[src/rtl/axis_line_feeder.sv]
// axis_line_feeder
// Streams a byte image from a one-cycle-latency memory to a solver over
// AXI-stream. 0xFF bytes act as line delimiters: they are never sent, and
// they mark the preceding data byte as the last beat of its line. After
// the last beat, the block waits for one 32-bit result word, with a
// timeout.
//
// Datapath: a read issued at a clock edge returns data in the next cycle.
// That byte is either absorbed at once or parked in a one-entry hold
// register. An absorbed byte goes into a pending register (the lookahead
// slot). A pending byte can only be classified, and so have its tlast
// decided, once the byte after it is known. The classified byte then moves
// into the output register that drives the AXI-stream transmit port.

module axis_line_feeder #(
  parameter  int MEM_LENGTH = 21529,
  parameter  int TIMEOUT    = 1024,
  localparam int AW         = $clog2(MEM_LENGTH + 1)
) (
  input  logic          clk,
  input  logic          rst,
  input  logic          start,
  input  logic          abort,
  output logic [AW-1:0] mem_addr,
  input  logic [7:0]    mem_rdata,
  output logic          tvalid_tx,
  input  logic          tready_tx,
  output logic [7:0]    tdata_tx,
  output logic          tlast_tx,
  input  logic          tvalid_rx,
  output logic          tready_rx,
  input  logic [31:0]   tdata_rx,
  input  logic          tlast_rx,
  output logic          busy,
  output logic          done,
  output logic          timeout_err,
  output logic [31:0]   result,
  output logic [15:0]   line_count
);

  localparam int            TW       = $clog2(TIMEOUT + 1);
  localparam logic [AW-1:0] END_ADDR = AW'(MEM_LENGTH);
  localparam logic [TW-1:0] WAIT_MAX = TW'(TIMEOUT - 1);
  localparam logic [7:0]    DELIM    = 8'hFF;

  typedef enum logic [1:0] {
    IDLE,
    STREAM,
    WAIT_RESULT,
    DONE
  } state_t;

  state_t        state;
  state_t        state_next;

  logic [AW-1:0] addr;
  logic          rd_valid;
  logic          hold_valid;
  logic [7:0]    hold_data;
  logic          pend_valid;
  logic [7:0]    pend_data;
  logic [TW-1:0] wait_cnt;

  logic          src_valid;
  logic [7:0]    src_data;
  logic          src_delim;
  logic          out_free;
  logic          all_issued;
  logic          absorb;
  logic          flush_pend;
  logic          issue;
  logic          stream_end;
  logic          timeout_hit;
  logic          tx_last_hs;

  // tlast_rx is ignored: only the first result word of a run is captured.
  logic          unused;
  assign unused = tlast_rx;

  assign mem_addr = addr;

  // Datapath control: where the next byte comes from, and whether it can move on.
  always_comb begin
    // NOTE: every signal gets a default first, so no path through the block leaves a latch behind.
    src_valid   = hold_valid | rd_valid;
    src_data    = hold_valid ? hold_data : mem_rdata;
    src_delim   = (src_data == DELIM);
    out_free    = !tvalid_tx || tready_tx;
    all_issued  = (addr == END_ADDR);
    // A byte is absorbed when no pending byte is waiting, or when the
    // pending byte can move into the output register this cycle.
    absorb      = src_valid && (!pend_valid || out_free);
    // After the final read, the pending byte is the last data byte of the image.
    flush_pend  = !src_valid && all_issued && pend_valid && out_free;
    // A new read is issued only if its data is sure to find room next cycle.
    // The data goes either into the pipeline or into the empty hold slot.
    issue       = 1'b0;
    if (state == IDLE) begin
      issue = start;
    end else if (state == STREAM) begin
      issue = !all_issued && !hold_valid && !(rd_valid && !absorb);
    end
    // Everything has drained, and any beat still presented is the final one, leaving now.
    stream_end  = (state == STREAM) && all_issued && !src_valid && !pend_valid && out_free;
    timeout_hit = (state == WAIT_RESULT) && !abort && !tvalid_rx && (wait_cnt == WAIT_MAX);
    tx_last_hs  = tvalid_tx && tready_tx && tlast_tx;
  end

  // State register.
  always_ff @(posedge clk or posedge rst) begin
    if (rst) begin
      state <= IDLE;
    end else begin
      // NOTE: clocked state uses non-blocking assignments so all registers update together at the edge.
      state <= state_next;
    end
  end

  // Next-state logic.
  always_comb begin
    state_next = state;
    unique case (state)
      IDLE: begin
        if (start) state_next = STREAM;
      end
      STREAM: begin
        if (abort)           state_next = IDLE;
        else if (stream_end) state_next = WAIT_RESULT;
      end
      WAIT_RESULT: begin
        if (abort)                     state_next = IDLE;
        else if (tvalid_rx)            state_next = DONE;
        else if (wait_cnt == WAIT_MAX) state_next = IDLE;
      end
      DONE: begin
        state_next = IDLE;
      end
      default: begin
        state_next = IDLE;
      end
    endcase
  end

  // State-decoded outputs.
  always_comb begin
    busy      = (state == STREAM) || (state == WAIT_RESULT);
    tready_rx = (state == WAIT_RESULT);
    done      = (state == DONE);
  end

  // Read pipeline, lookahead slot and transmit register; cleared outside STREAM.
  always_ff @(posedge clk or posedge rst) begin
    if (rst) begin
      addr       <= '0;
      rd_valid   <= 1'b0;
      hold_valid <= 1'b0;
      hold_data  <= '0;
      pend_valid <= 1'b0;
      pend_data  <= '0;
      tvalid_tx  <= 1'b0;
      tdata_tx   <= '0;
      tlast_tx   <= 1'b0;
    end else if (state_next != STREAM) begin
      addr       <= '0;
      rd_valid   <= 1'b0;
      hold_valid <= 1'b0;
      hold_data  <= '0;
      pend_valid <= 1'b0;
      pend_data  <= '0;
      tvalid_tx  <= 1'b0;
      tdata_tx   <= '0;
      tlast_tx   <= 1'b0;
    end else begin
      rd_valid <= issue;
      if (issue) addr <= addr + AW'(1);

      // Park read data that cannot be absorbed; release the hold slot once it is consumed.
      if (rd_valid && !absorb) begin
        hold_valid <= 1'b1;
        hold_data  <= mem_rdata;
      end else if (absorb) begin
        hold_valid <= 1'b0;
      end

      // A delimiter empties the lookahead slot; a data byte takes it over.
      if (absorb) begin
        pend_valid <= !src_delim;
        pend_data  <= src_data;
      end else if (flush_pend) begin
        pend_valid <= 1'b0;
      end

      // The pending byte becomes a beat once its successor, or the end of the image, is known.
      if ((absorb && pend_valid) || flush_pend) begin
        tvalid_tx <= 1'b1;
        tdata_tx  <= pend_data;
        tlast_tx  <= flush_pend || src_delim;
      end else if (tready_tx) begin
        tvalid_tx <= 1'b0;
      end
    end
  end

  // Result-wait cycle counter.
  always_ff @(posedge clk or posedge rst) begin
    if (rst) begin
      wait_cnt <= '0;
    end else if (state == WAIT_RESULT) begin
      wait_cnt <= wait_cnt + TW'(1);
    end else begin
      wait_cnt <= '0;
    end
  end

  // Run status: result capture, sticky timeout and saturating line count.
  always_ff @(posedge clk or posedge rst) begin
    if (rst) begin
      result      <= '0;
      timeout_err <= 1'b0;
      line_count  <= '0;
    end else begin
      if (state == IDLE && start) begin
        timeout_err <= 1'b0;
        line_count  <= '0;
      end else begin
        if (timeout_hit) timeout_err <= 1'b1;
        if (tx_last_hs && line_count != 16'hFFFF) line_count <= line_count + 16'd1;
      end
      if (state == WAIT_RESULT && tvalid_rx && !abort) result <= tdata_rx;
    end
  end

endmodule

[config.mk]
export PLATFORM = sky130hd
export DESIGN_NAME = axis_line_feeder
export DESIGN_NICKNAME = d
export VERILOG_FILES = /design/src/rtl/axis_line_feeder.sv
export SDC_FILE = /design/constraint.sdc
export NUM_CORES = 1
export LEC_CHECK = 0
export CORE_AREA = 3 3 149 79
export DETAILED_ROUTE_END_ITERATION = 8
export DIE_AREA = 0 0 152 82
export GPL_TIMING_DRIVEN = 0
export PLACE_DENSITY_LB_ADDON = 0.15
export SYNTH_ARGS = -nofsm -noshare
export SYNTH_HDL_FRONTEND = slang
export SYNTH_SLANG_ARGS = --single-unit
[constraint.sdc]
create_clock -name clk -period 4.3 [get_ports clk]
set_clock_uncertainty 0.15 [all_clocks]
set_input_delay 0.86 -clock clk [delete_from_list [all_inputs] [get_ports clk]]
set_output_delay 0.86 -clock clk [all_outputs]
set_load 0.005 [all_outputs]
# After elaboration in Yosys (flattened, before gate mapping)

Index checks and enable logic that the tools add are counted.
W data, S select, Z words.

Add/sub/neg operators: 3
Eq/ne operators: 8
Mux-type cells: 35
Bitwise operators: 1
Reductions and logical operators: 46

Operators with widths:

| operator                | count |
|---|---|
| $mux W8                 | 7 |
| $mux W16                | 2 |
| $mux W15                | 2 |
| $logic_and A1 B1 Y1     | 21 |
| $add A16 B1 Y16 const B | 1 |
| $mux W1                 | 16 |
| $ne A16 B16 Y1 const B  | 1 |
| $add A15 B1 Y15 const B | 1 |
| $eq A15 B15 Y1 const B  | 1 |
| $mux W2                 | 6 |
| $reduce_bool A2 Y1      | 6 |
| $add A11 B1 Y11 const B | 1 |
| $eq A11 B10 Y1 const B  | 1 |
| $mux W11                | 1 |
| $logic_not A1 Y1        | 10 |
| $reduce_bool A3 Y1      | 3 |
| $eq A8 B8 Y1 const B    | 1 |
| $pmux W2 S4             | 1 |
| $logic_or A1 B1 Y1      | 5 |
| $eq A2 B2 Y1 const B    | 2 |
| $eq A2 B1 Y1 const B    | 1 |
| $logic_not A2 Y1        | 1 |
| $ne A2 B1 Y1 const B    | 1 |
| $or A1 B1 Y1            | 1 |

Register bits: 106
Bits of input ports: 47
Output and inout bits: 77
Logic and storage cells: 107

# Depth between registers and ports, before layout

Word-level depth: 12
Mapped depth: 11
Depth with buffers taken out: 7

# Least setup slack after synthesis

No wires, ideal clock.

Kind: input-to-reg
From: input tready_tx
To: register pend_data[0]
Library setup time: 126 ps
Arrival time: 2337 ps
Data required time: 4024 ps
Slack: 1687 ps
Cell stages on the path: 6
Path buffers: 1
Cell sequence: and2b_2 > nor4b_1 > a211oi_2 > a311oi_4 > buf_6 > nor3_2

Longest elaborated chain between the ends: 7
Elaborated cells on any way between the ends: 10
Classes of those cells: eq/ne: 1; mux: 4; reduce/logical: 5

RTL lines:

| item                                          | line | source |
|---|---|---|
| start, declared                               | 27   | `input logic tready_tx,` |
| $logic_or A1 B1 Y1 *                          | 88   | `out_free = !tvalid_tx \|\| tready_tx;` |
| $logic_and A1 B1 Y1                           | 104  | `stream_end = (state == STREAM) && all_issued && !src_valid && !pend_valid && out_free;` |
| $mux W2                                       | 128  | `else if (stream_end) state_next = WAIT_RESULT;` |
| $mux W2                                       | 127  | `if (abort) state_next = IDLE;` |
| $pmux W2 S4                                   | 122  | `unique case (state)` |
| $ne A2 B1 Y1                                  | 163  | `end else if (state_next != STREAM) begin` |
| $mux W8 or $reduce_bool A2 Y1 (tied branches) | -    |  |
| end signal, assigned                          | 188  | `pend_data <= src_data;` |
| end, declared                                 | 61   | `logic [7:0] pend_data;` |

Every way passes the cells marked *; elsewhere a longest branch is shown, timed or not.
A chain may end at the register's enable or synchronous reset.

# Worst setup path after layout

From: input tready_tx
To: register pend_data[1]

The elaborated chain is that of the path after synthesis.

==> results.txt <==
Pin count of the biggest net entering global routing -> 58
Cts hold-fix bufs -> 0
H-tree levels -> 3
Synth Area in Adders -> 0.0192
M3 GR Usage -> 0.0558
Most common cell after layout, fill and taps aside -> clkdlybuf4s50_1
Post-DRT Antenna Nets -> 0
CTS sink count -> 106
Layout cells sized above 1 -> 0.145
Final setup margin -> 1070 ps
Post-CTS Setup Repair Bufs -> 0
Worst VDD drop -> 243 µV
IO buf count -> 122
Number of vias per cell -> 5.62
Setup violators final -> 0
# DRC -> 0
Largest stage delay on the critical path -> 590 ps
Cells after DPL -> 724
Pwr Total -> 2.51 mW
CTS tree -> done
Gr ovfl total -> 0
I/O pins -> 124
Gp weighted congestion -> 0.860
Number of antenna diodes -> 0
Die width -> 152 µm
P&R area growth vs syn -> 33.3%
Num CTS Buffers -> 9
Die area -> 12500 µm²
Core area -> 10700 µm²
Clock buffer depth -> 2
Distinct cells, synth -> 56
Crit path buf inv count -> 2
Worst hold path type -> reg -> reg
Minimum clock period -> 3230 ps
Startpoint Class -> primary input
Slew headroom -> 0.459
Post-Synth XOR/XNOR Area -> 0.0403
Crit-path cells -> clkdlybuf4s50_1, and2b_2, nor4b_1, a211oi_2, a311oi_4, buf_6, nor3_2
Clock slew at reported path FFs -> 70 ps
Synthesized net count -> 511
Ys async rst share -> 1.00
Dpl hpwl -> 9.72 mm
Iteration-0 DRC Markers -> 234
EDFF count, synth -> 0
GRT busiest layer -> met1
Met1 Usage GRT -> 0.318
Most frequent cells in the layout -> clkdlybuf4s50_1 (122), dfrtp_1 (106), nor2_1 (34)
PostCTS Resize Cnt -> 0
Post-Syn Area per Cell -> 11.4 µm²
Core Rows -> 27
Nets -> 645
Clock Latency Late Sink -> 340 ps
Maximum net fanout on the critical path -> 10
WL per Instance -> 17.7 µm
Compound-cell area share of the yosys netlist -> 0.0866
Leakage -> 3.01 nW
F_max -> 309 MHz
Mapped Area -> 5220 µm²
Worst slack, placed -> 740 ps
Drt pass-1 iters -> 4
CTS root buffer -> clkbuf_16
Gate Count Post-Synth -> 456
First-pass GRT wire length -> 21.3 mm
Worst Tran Pin Value -> 810 ps
Main combinational cell family by area after synthesis -> simple AND/OR/NAND/NOR gates
Finished Layout Cells -> 739
Fill cells -> 850
RSZ-0062 raised after global routing -> false
Crit-path leading delay family -> simple AND/OR/NAND/NOR gates
WL final -> 13.1 mm
Register area share after synthesis -> 0.509
GR Layer Usage met2 -> 0.312
Via count -> 4152
WS Path Type -> in -> reg
Starting density of the core -> 0.489
Power Dens Cells -> 362 nW/µm²
Core Util, Final -> 0.651
Tot GR Track Use -> 0.213
Data required time at the worst endpoint -> 4380 ps
Final Hold Viols -> 0
Post-Synth Simple-Gate Area -> 0.193
Initial antenna violation count -> 0
Status -> finished, final reports clean
Mux contribution to synthesized area -> 0.119
Max-capacitance violation count -> 0
Period utilization -> 0.752
Vias in the first global route -> 4065
Worst Path Arrival -> 3310 ps
Synth Register Bits -> 106
Critical path endpoint category -> flip-flop
Top_reg_cell synth -> dfrtp_1
CP max stage cell -> a311oi_4
Yosys warns -> 0
Max-slew violations -> 0
Die Height -> 82 µm
[area by class of cell]
| class | instances | area (µm²) | area share |
|---|---|---|---|
| well taps | 145 | 181 | 0.0261 |
| multi-input cells | 320 | 2390 | 0.344 |
| inverters | 8 | 32.5 | 0.00468 |
| flip-flops and latches | 106 | 2650 | 0.382 |
| plain buffers | 22 | 145 | 0.0209 |
| clock buffers | 9 | 225 | 0.0324 |
| repair buffers | 123 | 1250 | 0.180 |
| clock inverters | 6 | 76.3 | 0.0110 |
[report_power, final]
group / internal (mW) / switching [mW]
Combinational: 0.245 / 0.345
Sequential: 1.04 / 0.0454
Clock: 0.458 / 0.381
Total: 1.74 / 0.772
[worst paths after layout]
check | start | to | slack, ps | depth (start not counted)
setup / recovery | tready_tx | pend_data[1] | 1070 | 7
hold / removal | result[31] | result[31] | 360 | 1
min in group asynchronous | rst | line_count[10] | 810 | 2
setup reg to reg | state[0] | hold_data[7] | 1540 | 7
max in group asynchronous | rst | mem_addr[13] | 2480 | 3
hold reg to reg | result[31] | result[31] | 360 | 1
[synthesized netlist by cell type (all sizes together) (2+ instances only)]
cell	number	area share
xor2	16	0.027
mux2i	26	0.050
o211ai	6	0.0086
and3	9	0.011
o21ai	13	0.012
nor2	34	0.024
o31ai	9	0.013
or4	10	0.015
and4	3	0.0053
and2	15	0.018
a21oi	10	0.0096
and4b	2	0.0041
buf	13	0.019
or3	4	0.0048
nand2b	2	0.0024
nor3	31	0.038
a21boi	2	0.0029
or3b	3	0.0050
ha	8	0.019
inv	8	0.0058
a2111oi	2	0.0048
nand4bb	2	0.0043
nand4	13	0.016
clkbuf	9	0.0084
mux2	32	0.069
xnor2	8	0.013
nor2b	2	0.0024
nand2	13	0.0094
a211oi	14	0.021
dfrtp	106	0.51
nand3	16	0.015
and2b	2	0.0034
[metrics by stage]
stage               area, µm²  hold WS (ps)  TNS [ps]
global route             6950           367         0
CTS                      6950           360         0
finish                   6950           356         0
global placement         6620           336   -115120
floorplan                5220           320         0
detailed placement       6650           343         0
[state kept, by name (all words and copies together) (netlist names)]
| signal | cells |
|---|---|
| rd_valid | 1 |
| tvalid_tx | 1 |
| wait_cnt | 11 |
| tlast_tx | 1 |
| hold_valid | 1 |
| tdata_tx | 8 |
| timeout_err | 1 |
| pend_data | 8 |
| hold_data | 8 |
| result | 32 |
| state | 2 |
| pend_valid | 1 |
| mem_addr | 15 |
| line_count | 16 |
[cells by family after synthesis]
group                      Yosys count
adders and majority gates            8
DFF                                106
buffers and inverters               30
and+or+nand+nor                    168
muxes                               58
xor gates and xnor gates            24
AOI/OAI and AO/OA                   62
[layer usage]
metal | vias up | routed length [µm]
met3 | 8 | 692
met2 | 148 | 5670
met4 | 0 | 78
met5 | - | 0
li1 | 1929 | -
met1 | 2067 | 6640
Note: power is estimated with default switching activity, not from simulation.
